<file path="src/rtl/int_exec_pipe.sv">
// int_exec_pipe: single-issue integer ALU feeding a DEPTH-stage elastic result pipeline onto the CDB.
// Optional macro INT_EXEC_FLUSH_EN adds an i_flush port that discards every in-flight result.
module int_exec_pipe #(
    parameter int BW_DATA   = 32,
    parameter int BW_OPCODE = 4,
    parameter int BW_TAG    = 4,
    parameter int DEPTH     = 2
) (
    input  logic                       clk,
    input  logic                       rst_n,
`ifdef INT_EXEC_FLUSH_EN
    input  logic                       i_flush,
`endif
    input  logic                       i_rsv_valid,
    output logic                       i_rsv_ready,
    input  logic [BW_OPCODE-1:0]       i_rsv_opcode,
    input  logic [BW_TAG-1:0]          i_rsv_tag,
    input  logic [2*BW_DATA-1:0]       i_rsv_V_flatten,
    output logic                       o_cdb_valid,
    input  logic                       o_cdb_ready,
    output logic [BW_TAG-1:0]          o_cdb_tag,
    output logic [BW_DATA-1:0]         o_cdb_wdata,
    output logic [$clog2(DEPTH+1)-1:0] o_inflight
);
    localparam int SHW = $clog2(BW_DATA);
    localparam int IW  = $clog2(DEPTH+1);

    function automatic logic [BW_DATA-1:0] alu_f(
        input logic [BW_OPCODE-1:0] op,
        input logic [BW_DATA-1:0]   a,
        input logic [BW_DATA-1:0]   b
    );
        logic [SHW-1:0]     sh;
        logic [BW_DATA-1:0] r;
        sh = b[SHW-1:0];
        case (op)
            BW_OPCODE'(0):  r = a + b;
            BW_OPCODE'(1):  r = a - b;
            BW_OPCODE'(2):  r = {{(BW_DATA-1){1'b0}}, ($signed(a) < $signed(b))};
            BW_OPCODE'(3):  r = {{(BW_DATA-1){1'b0}}, (a < b)};
            BW_OPCODE'(4):  r = a ^ b;
            BW_OPCODE'(5):  r = a | b;
            BW_OPCODE'(6):  r = a & b;
            BW_OPCODE'(7):  r = a << sh;
            BW_OPCODE'(8):  r = a >> sh;
            BW_OPCODE'(9):  r = $unsigned($signed(a) >>> sh);
            BW_OPCODE'(10): r = b;
            default:        r = a + b;
        endcase
        return r;
    endfunction

    logic               flush_s;
    logic               accept_s;
    logic               retire_s;
    logic [DEPTH-1:0]   load_s;
    logic [BW_DATA-1:0] result_s;
    logic [DEPTH-1:0]   valid_r;
    logic [BW_TAG-1:0]  tag_r  [DEPTH];
    logic [BW_DATA-1:0] data_r [DEPTH];
    logic [IW-1:0]      inflight_r;

`ifdef INT_EXEC_FLUSH_EN
    assign flush_s = i_flush;
`else
    assign flush_s = 1'b0;
`endif

    // Backpressure chain: a stage may load when empty or when its successor drains it.
    always_comb begin
        load_s          = '0;
        load_s[DEPTH-1] = ~valid_r[DEPTH-1] | o_cdb_ready;
        for (int k = DEPTH - 2; k >= 0; k--) begin
            load_s[k] = ~valid_r[k] | load_s[k+1];
        end
    end

    assign result_s    = alu_f(i_rsv_opcode, i_rsv_V_flatten[BW_DATA-1:0],
                               i_rsv_V_flatten[2*BW_DATA-1:BW_DATA]);
    assign i_rsv_ready = load_s[0] & ~flush_s;
    assign accept_s    = i_rsv_valid & i_rsv_ready;
    assign o_cdb_valid = valid_r[DEPTH-1] & ~flush_s;
    assign retire_s    = o_cdb_valid & o_cdb_ready;
    assign o_cdb_tag   = tag_r[DEPTH-1];
    assign o_cdb_wdata = data_r[DEPTH-1];
    assign o_inflight  = inflight_r;

    // Stage registers and occupancy counter; a full stage only moves when the next one takes it.
    always_ff @(posedge clk or negedge rst_n) begin
        if (!rst_n) begin
            valid_r    <= '0;
            inflight_r <= '0;
            for (int k = 0; k < DEPTH; k++) begin
                tag_r[k]  <= '0;
                data_r[k] <= '0;
            end
        end else if (flush_s) begin
            valid_r    <= '0;
            inflight_r <= '0;
        end else begin
            if (load_s[0]) begin
                valid_r[0] <= accept_s;
                tag_r[0]   <= i_rsv_tag;
                data_r[0]  <= result_s;
            end
            for (int k = 1; k < DEPTH; k++) begin
                if (load_s[k]) begin
                    valid_r[k] <= valid_r[k-1];
                    tag_r[k]   <= tag_r[k-1];
                    data_r[k]  <= data_r[k-1];
                end
            end
            case ({accept_s, retire_s})
                2'b10:   inflight_r <= inflight_r + IW'(1);
                2'b01:   inflight_r <= inflight_r - IW'(1);
                default: inflight_r <= inflight_r;
            endcase
        end
    end
endmodule

</file>
<file path="config.mk">
export PLATFORM = sky130hd
export DESIGN_NAME = int_exec_pipe
export DESIGN_NICKNAME = d
export VERILOG_FILES = /design/src/rtl/int_exec_pipe.sv
export SDC_FILE = /design/constraint.sdc
export NUM_CORES = 1
export LEC_CHECK = 0
export ABC_AREA = 0
export CELL_PAD_IN_SITES_DETAIL_PLACEMENT = 0
export CELL_PAD_IN_SITES_GLOBAL_PLACEMENT = 2
export CORE_ASPECT_RATIO = 1.75
export CORE_MARGIN = 2
export CORE_UTILIZATION = 37
export CTS_CLUSTER_SIZE = 10
export DETAILED_ROUTE_END_ITERATION = 8
export HOLD_SLACK_MARGIN = 0.03
export PLACE_DENSITY_LB_ADDON = 0.15
export SYNTH_ARGS = -nofsm -noshare
export SYNTH_HDL_FRONTEND = slang
export SYNTH_SLANG_ARGS = --single-unit
export TNS_END_PERCENT = 10
</file>
<file path="constraint.sdc">
create_clock -name clk -period 3.5 [get_ports clk]
set_input_delay 0.7 -clock clk [delete_from_list [all_inputs] [get_ports clk]]
set_output_delay 0.7 -clock clk [all_outputs]
set_load 0.005 [all_outputs]
</file>
# After elaboration in Yosys (flattened, before gate mapping)
# Index checks and enable logic that the tools add are counted.
[totals] regBits=76 input_bits=76 output_inout_bits=40 elab_cells=40
[classes] n_addsub=4 magnitude_cmp=2 n_eq_ne=12 n_shift=3 muxes=2 bitwise_logic=9 n_reduce_logical=1
[op_table] operator="one-hot mux 32 bit (10 select lines)" count=1
[op_table] operator="less-than comparator 32 bit" count=2
[op_table] operator="adder 32 bit" count=1
[op_table] operator="bitwise AND 32 bit" count=1
[op_table] operator="OR 32 bit" count=1
[op_table] operator="left shift 32 x 5 -> 32 bit" count=1
[op_table] operator="right shift 32 x 5 -> 32 bit" count=1
[op_table] operator=">>> shifter 32 x 5 -> 32 bit" count=1
[op_table] operator="subtractor 32 bit" count=1
[op_table] operator="XOR 32 bit" count=1
[op_table] operator="== test 4 x 3 -> 1 bit, second input constant" count=4
[op_table] operator="== test 4 bit, second input constant" count=3
[op_table] operator="== test 4 x 2 -> 1 bit, second input constant" count=2
[op_table] operator="== test 4 x 1 -> 1 bit, second input constant" count=1
[op_table] operator="one-hot mux 2 bit (2 select lines)" count=1
[op_table] operator="adder 2 x 1 -> 2 bit, second input constant" count=1
[op_table] operator="bitwise AND 1 bit" count=2
[op_table] operator="== test 2 x 1 -> 1 bit, second input constant" count=1
[op_table] operator="== test 2 bit, second input constant" count=1
[op_table] operator="NOT 1 bit" count=2
[op_table] operator="OR 1 bit" count=2
[op_table] operator="nonzero test 2 bit" count=1
[op_table] operator="subtractor 2 x 1 -> 2 bit, second input constant" count=1

# Logic depth before layout (Yosys ltp)
# Gate-level depths: netlist of run 1.
[logic_depth] word_depth=6 ltp_mapped=16 mapped_depth_nobuf=13

# Worst setup path before layout of run 1
# OpenSTA, ideal clock, no wires.
[synth_timing] path_type="input to register" from="input port i_rsv_V_flatten[34]" to="register data_r[57] (netlist name)" setup_time_ns=0.128 arrival_time_ns=4.165 t_required_ns=3.372 path_slack_ns=-0.792 path_stages=16 path_buffers=4 cell_sequence="clkbuf_1 inv_2 buf_1 clkbuf_1 ha_1 buf_4 inv_2 a211o_1 a221o_1 a311oi_4 a21oi_2 or4_4 and4_4 nor2_4 mux2i_1 a31oi_1"
[synth_between] elab_chain_len=2 elab_cells_between_ends=6 classes_between="2 x add/sub; 3 x shift; 1 x mux"
[synth_lines] item="start: declaration" line_no="18" rtl="input logic [2*BW_DATA-1:0] i_rsv_V_flatten,"
[synth_lines] item="adder 32 bit, or another cell as far along" line_no="37, 48"
[synth_lines] item="one-hot mux 32 bit (10 select lines) (*)" line_no="36" rtl="case (op)"
[synth_lines] item="end signal: indexed assignment" line_no="110" rtl="data_r[k] <= data_r[k-1];"
[synth_lines] item="end: declaration" line_no="60" rtl="logic [BW_DATA-1:0] data_r [DEPTH];"
# Mark *: on every way between the ends. The rest lies on a longest branch, timed or not.
# A chain may end at the register's enable or synchronous reset.

# Worst setup path after layout of run 1
# Same ends and word-level chain as after synthesis.

==> implementation parameters, run 1 <==
Parameter                              Value

Worst setup path
  Minimum setup slack among reg-to-reg paths ... 1.11 ns
  Start-to-end type of the worst setup path ... in2reg
  Type of destination of the critical path ... register
  Depth of the worst register-to-register path ... 9
  Cell chain of the critical path ... buf_2, inv_8, ha_4, inv_2, a211o_1, a221o_1, a311oi_4, buf_4, a21oi_2, or4_4, and4_4, nor2_4, mux2i_1, a31oi_1
  Stage delay of the slowest cell on the critical path ... 0.51 ns
  Launch point of the worst reg-to-reg path ... valid_r[1]
  Launching element type of the critical path ... input pin
  Data arrival time of the worst path ... 3.68 ns
  R2R Path End ... data_r[61]
  Data required time of the worst path ... 3.71 ns
  Worst Path Max Fanout ... 4
  Slowest library cell on the worst path ... sky130_fd_sc_hd__or4_4

Pwr
  Peak VDD IR ... 0.0003696 V
  Power density over cell area ... 301.4 nW/um2
  Leak pwr ... 0.007425 uW

Die
  I/O pin count ... 116
  Effective utilization at floorplan ... 37.63%
  Core Box Area ... 30740 um2
  Die height ... 237.9 um
  Number of core rows ... 85
  Die outline area ... 32750 um2
  Die width ... 137.7 um

Final layout
  Area Growth Syn to Fin ... 43.70%
  Multi-input gate area in the final layout ... 9138 um2
  Final Instance Area ... 16620 um2
  Antenna Diode Count ... 0
  Final-layout fill cell count ... 3063
  Footprint of the flip-flops and latches ... 1902 um2
  Fraction of layout instances using a drive strength above 1 ... 31.94%
  Final-stage net count ... 2109

Clock tree
  Clock transition at path regs ... 0.06 ns
  Total number of clock tree sinks ... 76
  Maximum clock insertion buffer count ... 2
  Latest clock arrival within the worst-skew pair ... 0.35 ns
  Clock tree from TritonCTS ... done
  Clock tree root buffer cell ... sky130_fd_sc_hd__clkbuf_16
  Maximum level of the CTS H-tree ... 3
  Cts hold-fix bufs ... 0
  Clock buffers created by TritonCTS ... 9

Synthesis
  Netlist cell types ... 78
  Share of Yosys cell area claimed by the top area cell type ... 16.44%
  Syn avg cell area ... 7.491 um2
  Register area share after synthesis ... 16.44%
  Number of warnings issued by yosys ... 0
  Ys flop type ... sky130_fd_sc_hd__dfrtp_1
  Post-synthesis net count ... 1720
  Cell type contributing the most total cell area after synthesis ... sky130_fd_sc_hd__dfrtp_1
  Count of flip-flops with a built-in enable after synthesis ... 0
  Largest cells by area after synthesis ... sky130_fd_sc_hd__dfrtp_1 (16%), sky130_fd_sc_hd__ha_1 (11%), sky130_fd_sc_hd__a21oi_1 (6.6%), sky130_fd_sc_hd__nor2_1 (6.6%), sky130_fd_sc_hd__mux4_2 (6.4%)
  Ys async rst share ... 100.0%
  Number of storage elements in the synthesis netlist ... 76
  Post-Syn Area ... 11570 um2
  Number of cells produced by synthesis ... 1544

Placement
  PortBufs ... 115
  Hpwl dp ... 44540 um
  Cell area reported after detailed placement ... 15700 um2
  Final weighted congestion in routability-driven placement ... 0.9886

GRT
  Number of global-route vias before repair ... 13550
  Maximum number of pins on one net before global-route repair ... 85
  Antenna violations before repair ... 1
  Global-route wire length before repair ... 81820 um
  Sum of overflow across all layers after global routing ... 0
  Overall routing resource usage ... 33.51%

STA
  Period utilization ... 99.35%
  Pins Over Slew Limit ... 0
  Total negative slack ... 0 ns
  Setup repair after global routing missed its margin ... true
  Tightest slew margin relative to the limit ... 42.64%
  Number of hold violations in the final report ... 0
  Worst slew pin tran ... 0.8604 ns
  Final setup violation count ... 0
  Post-layout min period ... 3.477 ns
  Achievable clock frequency ... 287.6 MHz
  Final clock skew ... 0.01612 ns

Drt
  Average routed wire per standard cell ... 23.78 um
  Drt via density ... 5.887
  Iter 0 DRT Violations ... 974
  Via count ... 13710
  Number of iterations in the first detailed-routing pass ... 6
  Number of nets with antenna violations after routing ... 0
  Number of design rule violations left after detail routing ... 0
  Detailed Route WL ... 55370 um

Run
  Max-capacitance violation count ... 0

Hold path
  Class of the worst hold path ... in2async

Run status
  Status ... completed
## worst max-delay path: cells and delay by family
family	cells	cell delay (ns)
buf+inv	4	0.41
simple gates	3	0.80
fa+ha+maj	1	0.29
compound gates	5	1.29
mux	1	0.18
## how the worst max path moves through the flow
stage               cells past startpoint  slack (ns)         end           startpoint
floorplan                              16       -0.31  data_r[57]  i_rsv_V_flatten[34]
global placement                       17       -0.88  data_r[50]   i_rsv_V_flatten[0]
detailed placement                     17        -1.0  data_r[50]   i_rsv_V_flatten[0]
CTS                                    16       -0.08  data_r[32]   i_rsv_V_flatten[0]
global route                           17       -0.07  data_r[32]  i_rsv_V_flatten[41]
finish                                 14        0.02  data_r[57]  i_rsv_V_flatten[34]
## sequential cells by signal (all words and copies together), names as in the netlist
signal / count
o_cdb_wdata: 32
tag_r: 4
data_r: 32
valid_r: 2
o_inflight: 2
o_cdb_tag: 4
## synthesized netlist by cell type (13+ instances only)
library cell                number
sky130_fd_sc_hd__buf_1          14
sky130_fd_sc_hd__nand3_1        24
sky130_fd_sc_hd__nand2b_1       21
sky130_fd_sc_hd__mux4_2         33
sky130_fd_sc_hd__nand4_1        13
sky130_fd_sc_hd__inv_1          94
sky130_fd_sc_hd__a21oi_1       153
sky130_fd_sc_hd__a211oi_1       28
sky130_fd_sc_hd__a21o_1         13
sky130_fd_sc_hd__ha_1           98
sky130_fd_sc_hd__a22oi_1        33
sky130_fd_sc_hd__o31ai_1        14
sky130_fd_sc_hd__o2111ai_1      18
sky130_fd_sc_hd__a221oi_1       16
sky130_fd_sc_hd__xnor2_1        17
sky130_fd_sc_hd__dfrtp_1        76
sky130_fd_sc_hd__mux2_2         48
sky130_fd_sc_hd__clkbuf_1       85
sky130_fd_sc_hd__mux2i_1        43
sky130_fd_sc_hd__o22ai_1        17
sky130_fd_sc_hd__nor2_1        202
sky130_fd_sc_hd__o21ai_0       102
sky130_fd_sc_hd__nor3_1         36
sky130_fd_sc_hd__buf_4          37
sky130_fd_sc_hd__nand2_1       118
## power breakdown
part           total (uW)  switching [uW]  internal (uW)
Clock                1060             423            638
Combinational        2750            1390           1360
Sequential           1190             117           1080
Total                5010            1930           3080
## placed cells by master, fill, tap and decap left out, types with 33 or more instances in the layout
cell type                           n
sky130_fd_sc_hd__buf_4            400
sky130_fd_sc_hd__nor2_1           200
sky130_fd_sc_hd__a21oi_1          142
sky130_fd_sc_hd__nand2_1          117
sky130_fd_sc_hd__o21ai_0          100
sky130_fd_sc_hd__clkdlybuf4s50_1   97
sky130_fd_sc_hd__inv_1             83
sky130_fd_sc_hd__ha_1              80
sky130_fd_sc_hd__dfrtp_1           76
sky130_fd_sc_hd__mux2_2            48
sky130_fd_sc_hd__mux2i_1           43
sky130_fd_sc_hd__mux4_2            33
## metal layers
metal  global-route usage [%]  part of all wire (%)  vias up
li1                         -                     -     6402
met1                    40.76                    40     6670
met2                    58.93                    50      502
met3                    2.889                   4.7      135
met4                    15.28                   5.1        2
met5                        0                 0.023        -
## cells by family (layout without fill, tap and decap cells)
kind of cell               after synthesis  count (layout)  synth area share [%]
DFF                                     76              76                 16.44
muxes                                  124             124                 14.82
and+or+nand+nor                        466             466                 17.97
xor gates and xnor gates                22              22                 1.666
buffers and inverters                  247             641                 9.347
AOI/OAI and AO/OA                      509             509                 28.81
adders and majority gates              100             100                 10.95
## timing repair
action,4_1_cts,5_1_grt
gates resized for setup,41,71
setup endpoints to repair,18,20
hold endpoints to repair,0,0
buffers inserted,3,13
pin swaps,24,28
## area by class of cell
cell class	count	area share, %
well taps	391	2.943
clock inverters	7	0.6323
inverters	99	2.356
repair buffers	526	26.29
clock buffers	9	1.355
multi-input cells	1221	54.98
flip-flops and latches	76	11.44
## metrics by stage
step | setup WS, ns | total power (uW) | hold slack (ns) | cells | util (%)
global placement | -0.8829 | 3785 | 0.4467 | 2299 | 51.09
global route | -0.07467 | 5289 | 0.5016 | 2329 | 54.08
floorplan | -0.3102 | 2572 | 0.4044 | 1544 | -
finish | 0.02274 | 5009 | 0.4370 | 2329 | 54.08
CTS | -0.07639 | 4928 | 0.4641 | 2316 | 52.74
detailed placement | -0.9996 | 3817 | 0.4608 | 2299 | 51.09
(Power assumes the default switching activity.)
==> run 2, diff against run 1 <==
- CORE_MARGIN: 2 -> not set
==> implementation parameters, run 2 (synthesized netlist as in run 1, its figures left out) <==
Parameter                              Value

Final layout
  Fraction of layout instances using a drive strength above 1 ... 32.44%
  Commonest cells after routing, fill and taps aside ... sky130_fd_sc_hd__buf_4 (397), sky130_fd_sc_hd__nor2_1 (199), sky130_fd_sc_hd__a21oi_1 (139)
  Final-stage net count ... 2113
  Footprint of the flip-flops and latches ... 1902 um2
  Area Growth Syn to Fin ... 44.19%
  Most common library cell in the layout ignoring fill and taps ... sky130_fd_sc_hd__buf_4
  Final-layout fill cell count ... 2977
  Multi-input gate area in the final layout ... 9141 um2
  Final Instance Area ... 16680 um2

Placement
  Cell area reported after detailed placement ... 15700 um2
  PortBufs ... 115
  Final weighted congestion in routability-driven placement ... 0.9907
  Hpwl dp ... 44560 um

Pwr
  Peak VDD IR ... 0.0003928 V
  Leak pwr ... 0.007516 uW
  Power density over cell area ... 294.8 nW/um2
  Post-layout total power ... 4916 uW

Die
  Die outline area ... 32000 um2
  Die width ... 135.7 um
  I/O pin count ... 116
  Die height ... 235.9 um
  Number of core rows ... 85
  Effective utilization at floorplan ... 37.63%
  Core Box Area ... 30740 um2

STA
  Total negative slack ... -0.04698 ns
  Post-layout min period ... 3.547 ns
  Pins Over Slew Limit ... 0
  Number of hold violations in the final report ... 0
  Setup repair after global routing missed its margin ... true
  Minimum setup slack in the final design ... -0.04698 ns
  Period utilization ... 101.3%
  Final worst hold slack ... 0.3676 ns
  Tightest slew margin relative to the limit ... 40.00%
  Achievable clock frequency ... 281.9 MHz
  Final setup violation count ... 1
  Worst slew pin tran ... 0.8888 ns
  Final clock skew ... 0.01221 ns

Clock tree
  Clock tree from TritonCTS ... done
  Cts hold-fix bufs ... 0
  Clock tree root buffer cell ... sky130_fd_sc_hd__clkbuf_16
  Latest clock arrival within the worst-skew pair ... 0.35 ns
  Clock buffers created by TritonCTS ... 9
  Total number of clock tree sinks ... 76
  Maximum level of the CTS H-tree ... 3
  Maximum clock insertion buffer count ... 2
  Clock transition at path regs ... 0.07 ns

Drt
  Number of nets with antenna violations after routing ... 0
  Drt via density ... 5.838
  Via count ... 13630
  Detailed Route WL ... 55500 um
  Number of iterations in the first detailed-routing pass ... 5
  Average routed wire per standard cell ... 23.78 um
  Number of design rule violations left after detail routing ... 0
  Iter 0 DRT Violations ... 886

Run
  Max-capacitance violation count ... 0

Worst setup path
  Minimum setup slack among reg-to-reg paths ... 1.11 ns
  Type of destination of the critical path ... register
  Data required time of the worst path ... 3.75 ns
  Start-to-end type of the worst setup path ... in2reg
  Launching element type of the critical path ... input pin
  Data arrival time of the worst path ... 3.80 ns
  Worst Path Max Fanout ... 3

GRT
  Number of global-route vias before repair ... 13580
  Sum of overflow across all layers after global routing ... 0
  Maximum number of pins on one net before global-route repair ... 66
  Antenna violations before repair ... 0
  Overall routing resource usage ... 34.65%
  Global-route wire length before repair ... 82120 um

Hold path
  Class of the worst hold path ... in2async

Run status
  Violated checks ... setup timing
  Status ... complete, but fails checks
==> run 2: cell count changes in the layout (fill, tap and decap cells not counted), moves of 4 or more <==
cell | before | now
sky130_fd_sc_hd__dlygate4sd2_1 | 0 | 4
sky130_fd_sc_hd__buf_6 | 3 | 9
sky130_fd_sc_hd__dlymetal6s2s_1 | 10 | 18
sky130_fd_sc_hd__inv_2 | 13 | 17
sky130_fd_sc_hd__inv_1 | 83 | 78
sky130_fd_sc_hd__clkdlybuf4s50_1 | 97 | 86
==> run 2: area by class of cell <==
| cell class | instances | area share, % |
|---|---|---|
| multi-input cells | 1221 | 54.81 |
| repair buffers | 530 | 26.67 |
| flip-flops and latches | 76 | 11.40 |
| well taps | 391 | 2.933 |
| inverters | 99 | 2.363 |
| clock buffers | 9 | 1.350 |
| clock inverters | 7 | 0.4501 |
| diodes | 1 | 0.01500 |
==> run 2: where the power goes <==
| part | total, uW | switching (uW) | leakage (uW) | internal [uW] |
|---|---|---|---|---|
| Combinational | 2760 | 1390 | 0.00649 | 1370 |
| Clock | 959 | 403 | 0.000150 | 556 |
| Sequential | 1200 | 117 | 0.000881 | 1080 |
| Total | 4920 | 1910 | 0.00752 | 3010 |
==> run 2: stage by stage <==
| stage | utilization (%) | instances | worst slack, ns |
|---|---|---|---|
| 4_1_cts | 52.77 | 2321 | -0.03464 |
| 3_3_place_gp | 51.09 | 2299 | -0.8943 |
| 2_1_floorplan | - | 1544 | -0.3102 |
| 5_1_grt | 54.25 | 2333 | -0.1303 |
| 3_5_place_dp | 51.09 | 2299 | -1.030 |
| 6_report | 54.26 | 2334 | -0.04698 |
==> run 2: final timing paths <==
check	startpoint	end	depth (start not counted)
min reg2reg	o_inflight[1]	o_inflight[1]	1
max reg2reg	valid_r[1]	data_r[56]	10
min in group clk	o_inflight[1]	o_inflight[1]	1
max	i_rsv_V_flatten[32]	data_r[50]	16
min	rst_n	data_r[32]	1
max in group asynchronous	rst_n	o_cdb_wdata[11]	2
==> run 2: worst max-delay path, stage by stage <==
cell,delay [ns]
sky130_fd_sc_hd__buf_6,0.10
sky130_fd_sc_hd__buf_6,0.12
sky130_fd_sc_hd__ha_4,0.16
sky130_fd_sc_hd__fa_2,0.42
sky130_fd_sc_hd__nor2_4,0.15
sky130_fd_sc_hd__o311ai_4,0.10
sky130_fd_sc_hd__a22oi_2,0.29
sky130_fd_sc_hd__a221o_1,0.31
sky130_fd_sc_hd__buf_4,0.15
sky130_fd_sc_hd__a21oi_2,0.05
sky130_fd_sc_hd__o31a_1,0.31
sky130_fd_sc_hd__a221oi_2,0.30
sky130_fd_sc_hd__a21oi_2,0.07
sky130_fd_sc_hd__a2111oi_2,0.36
sky130_fd_sc_hd__buf_4,0.17
sky130_fd_sc_hd__nor2_2,0.03
==> run 2: what timing repair did <==
item | in CTS | in global routing
resized for setup | 47 | 87
buffers inserted | 6 | 13
pin swaps | 21 | 33
endpoints found under the setup margin | 18 | 17
==> run 2: metal layers <==
layer  vias to the layer above  track usage [%]  part of all wire, %
met3                       137            2.472                  4.3
met5                         -                0                    0
met4                         0            19.54                  6.2
li1                       6405                -                    -
met1                      6569            41.24                   40
met2                       516            60.37                   50
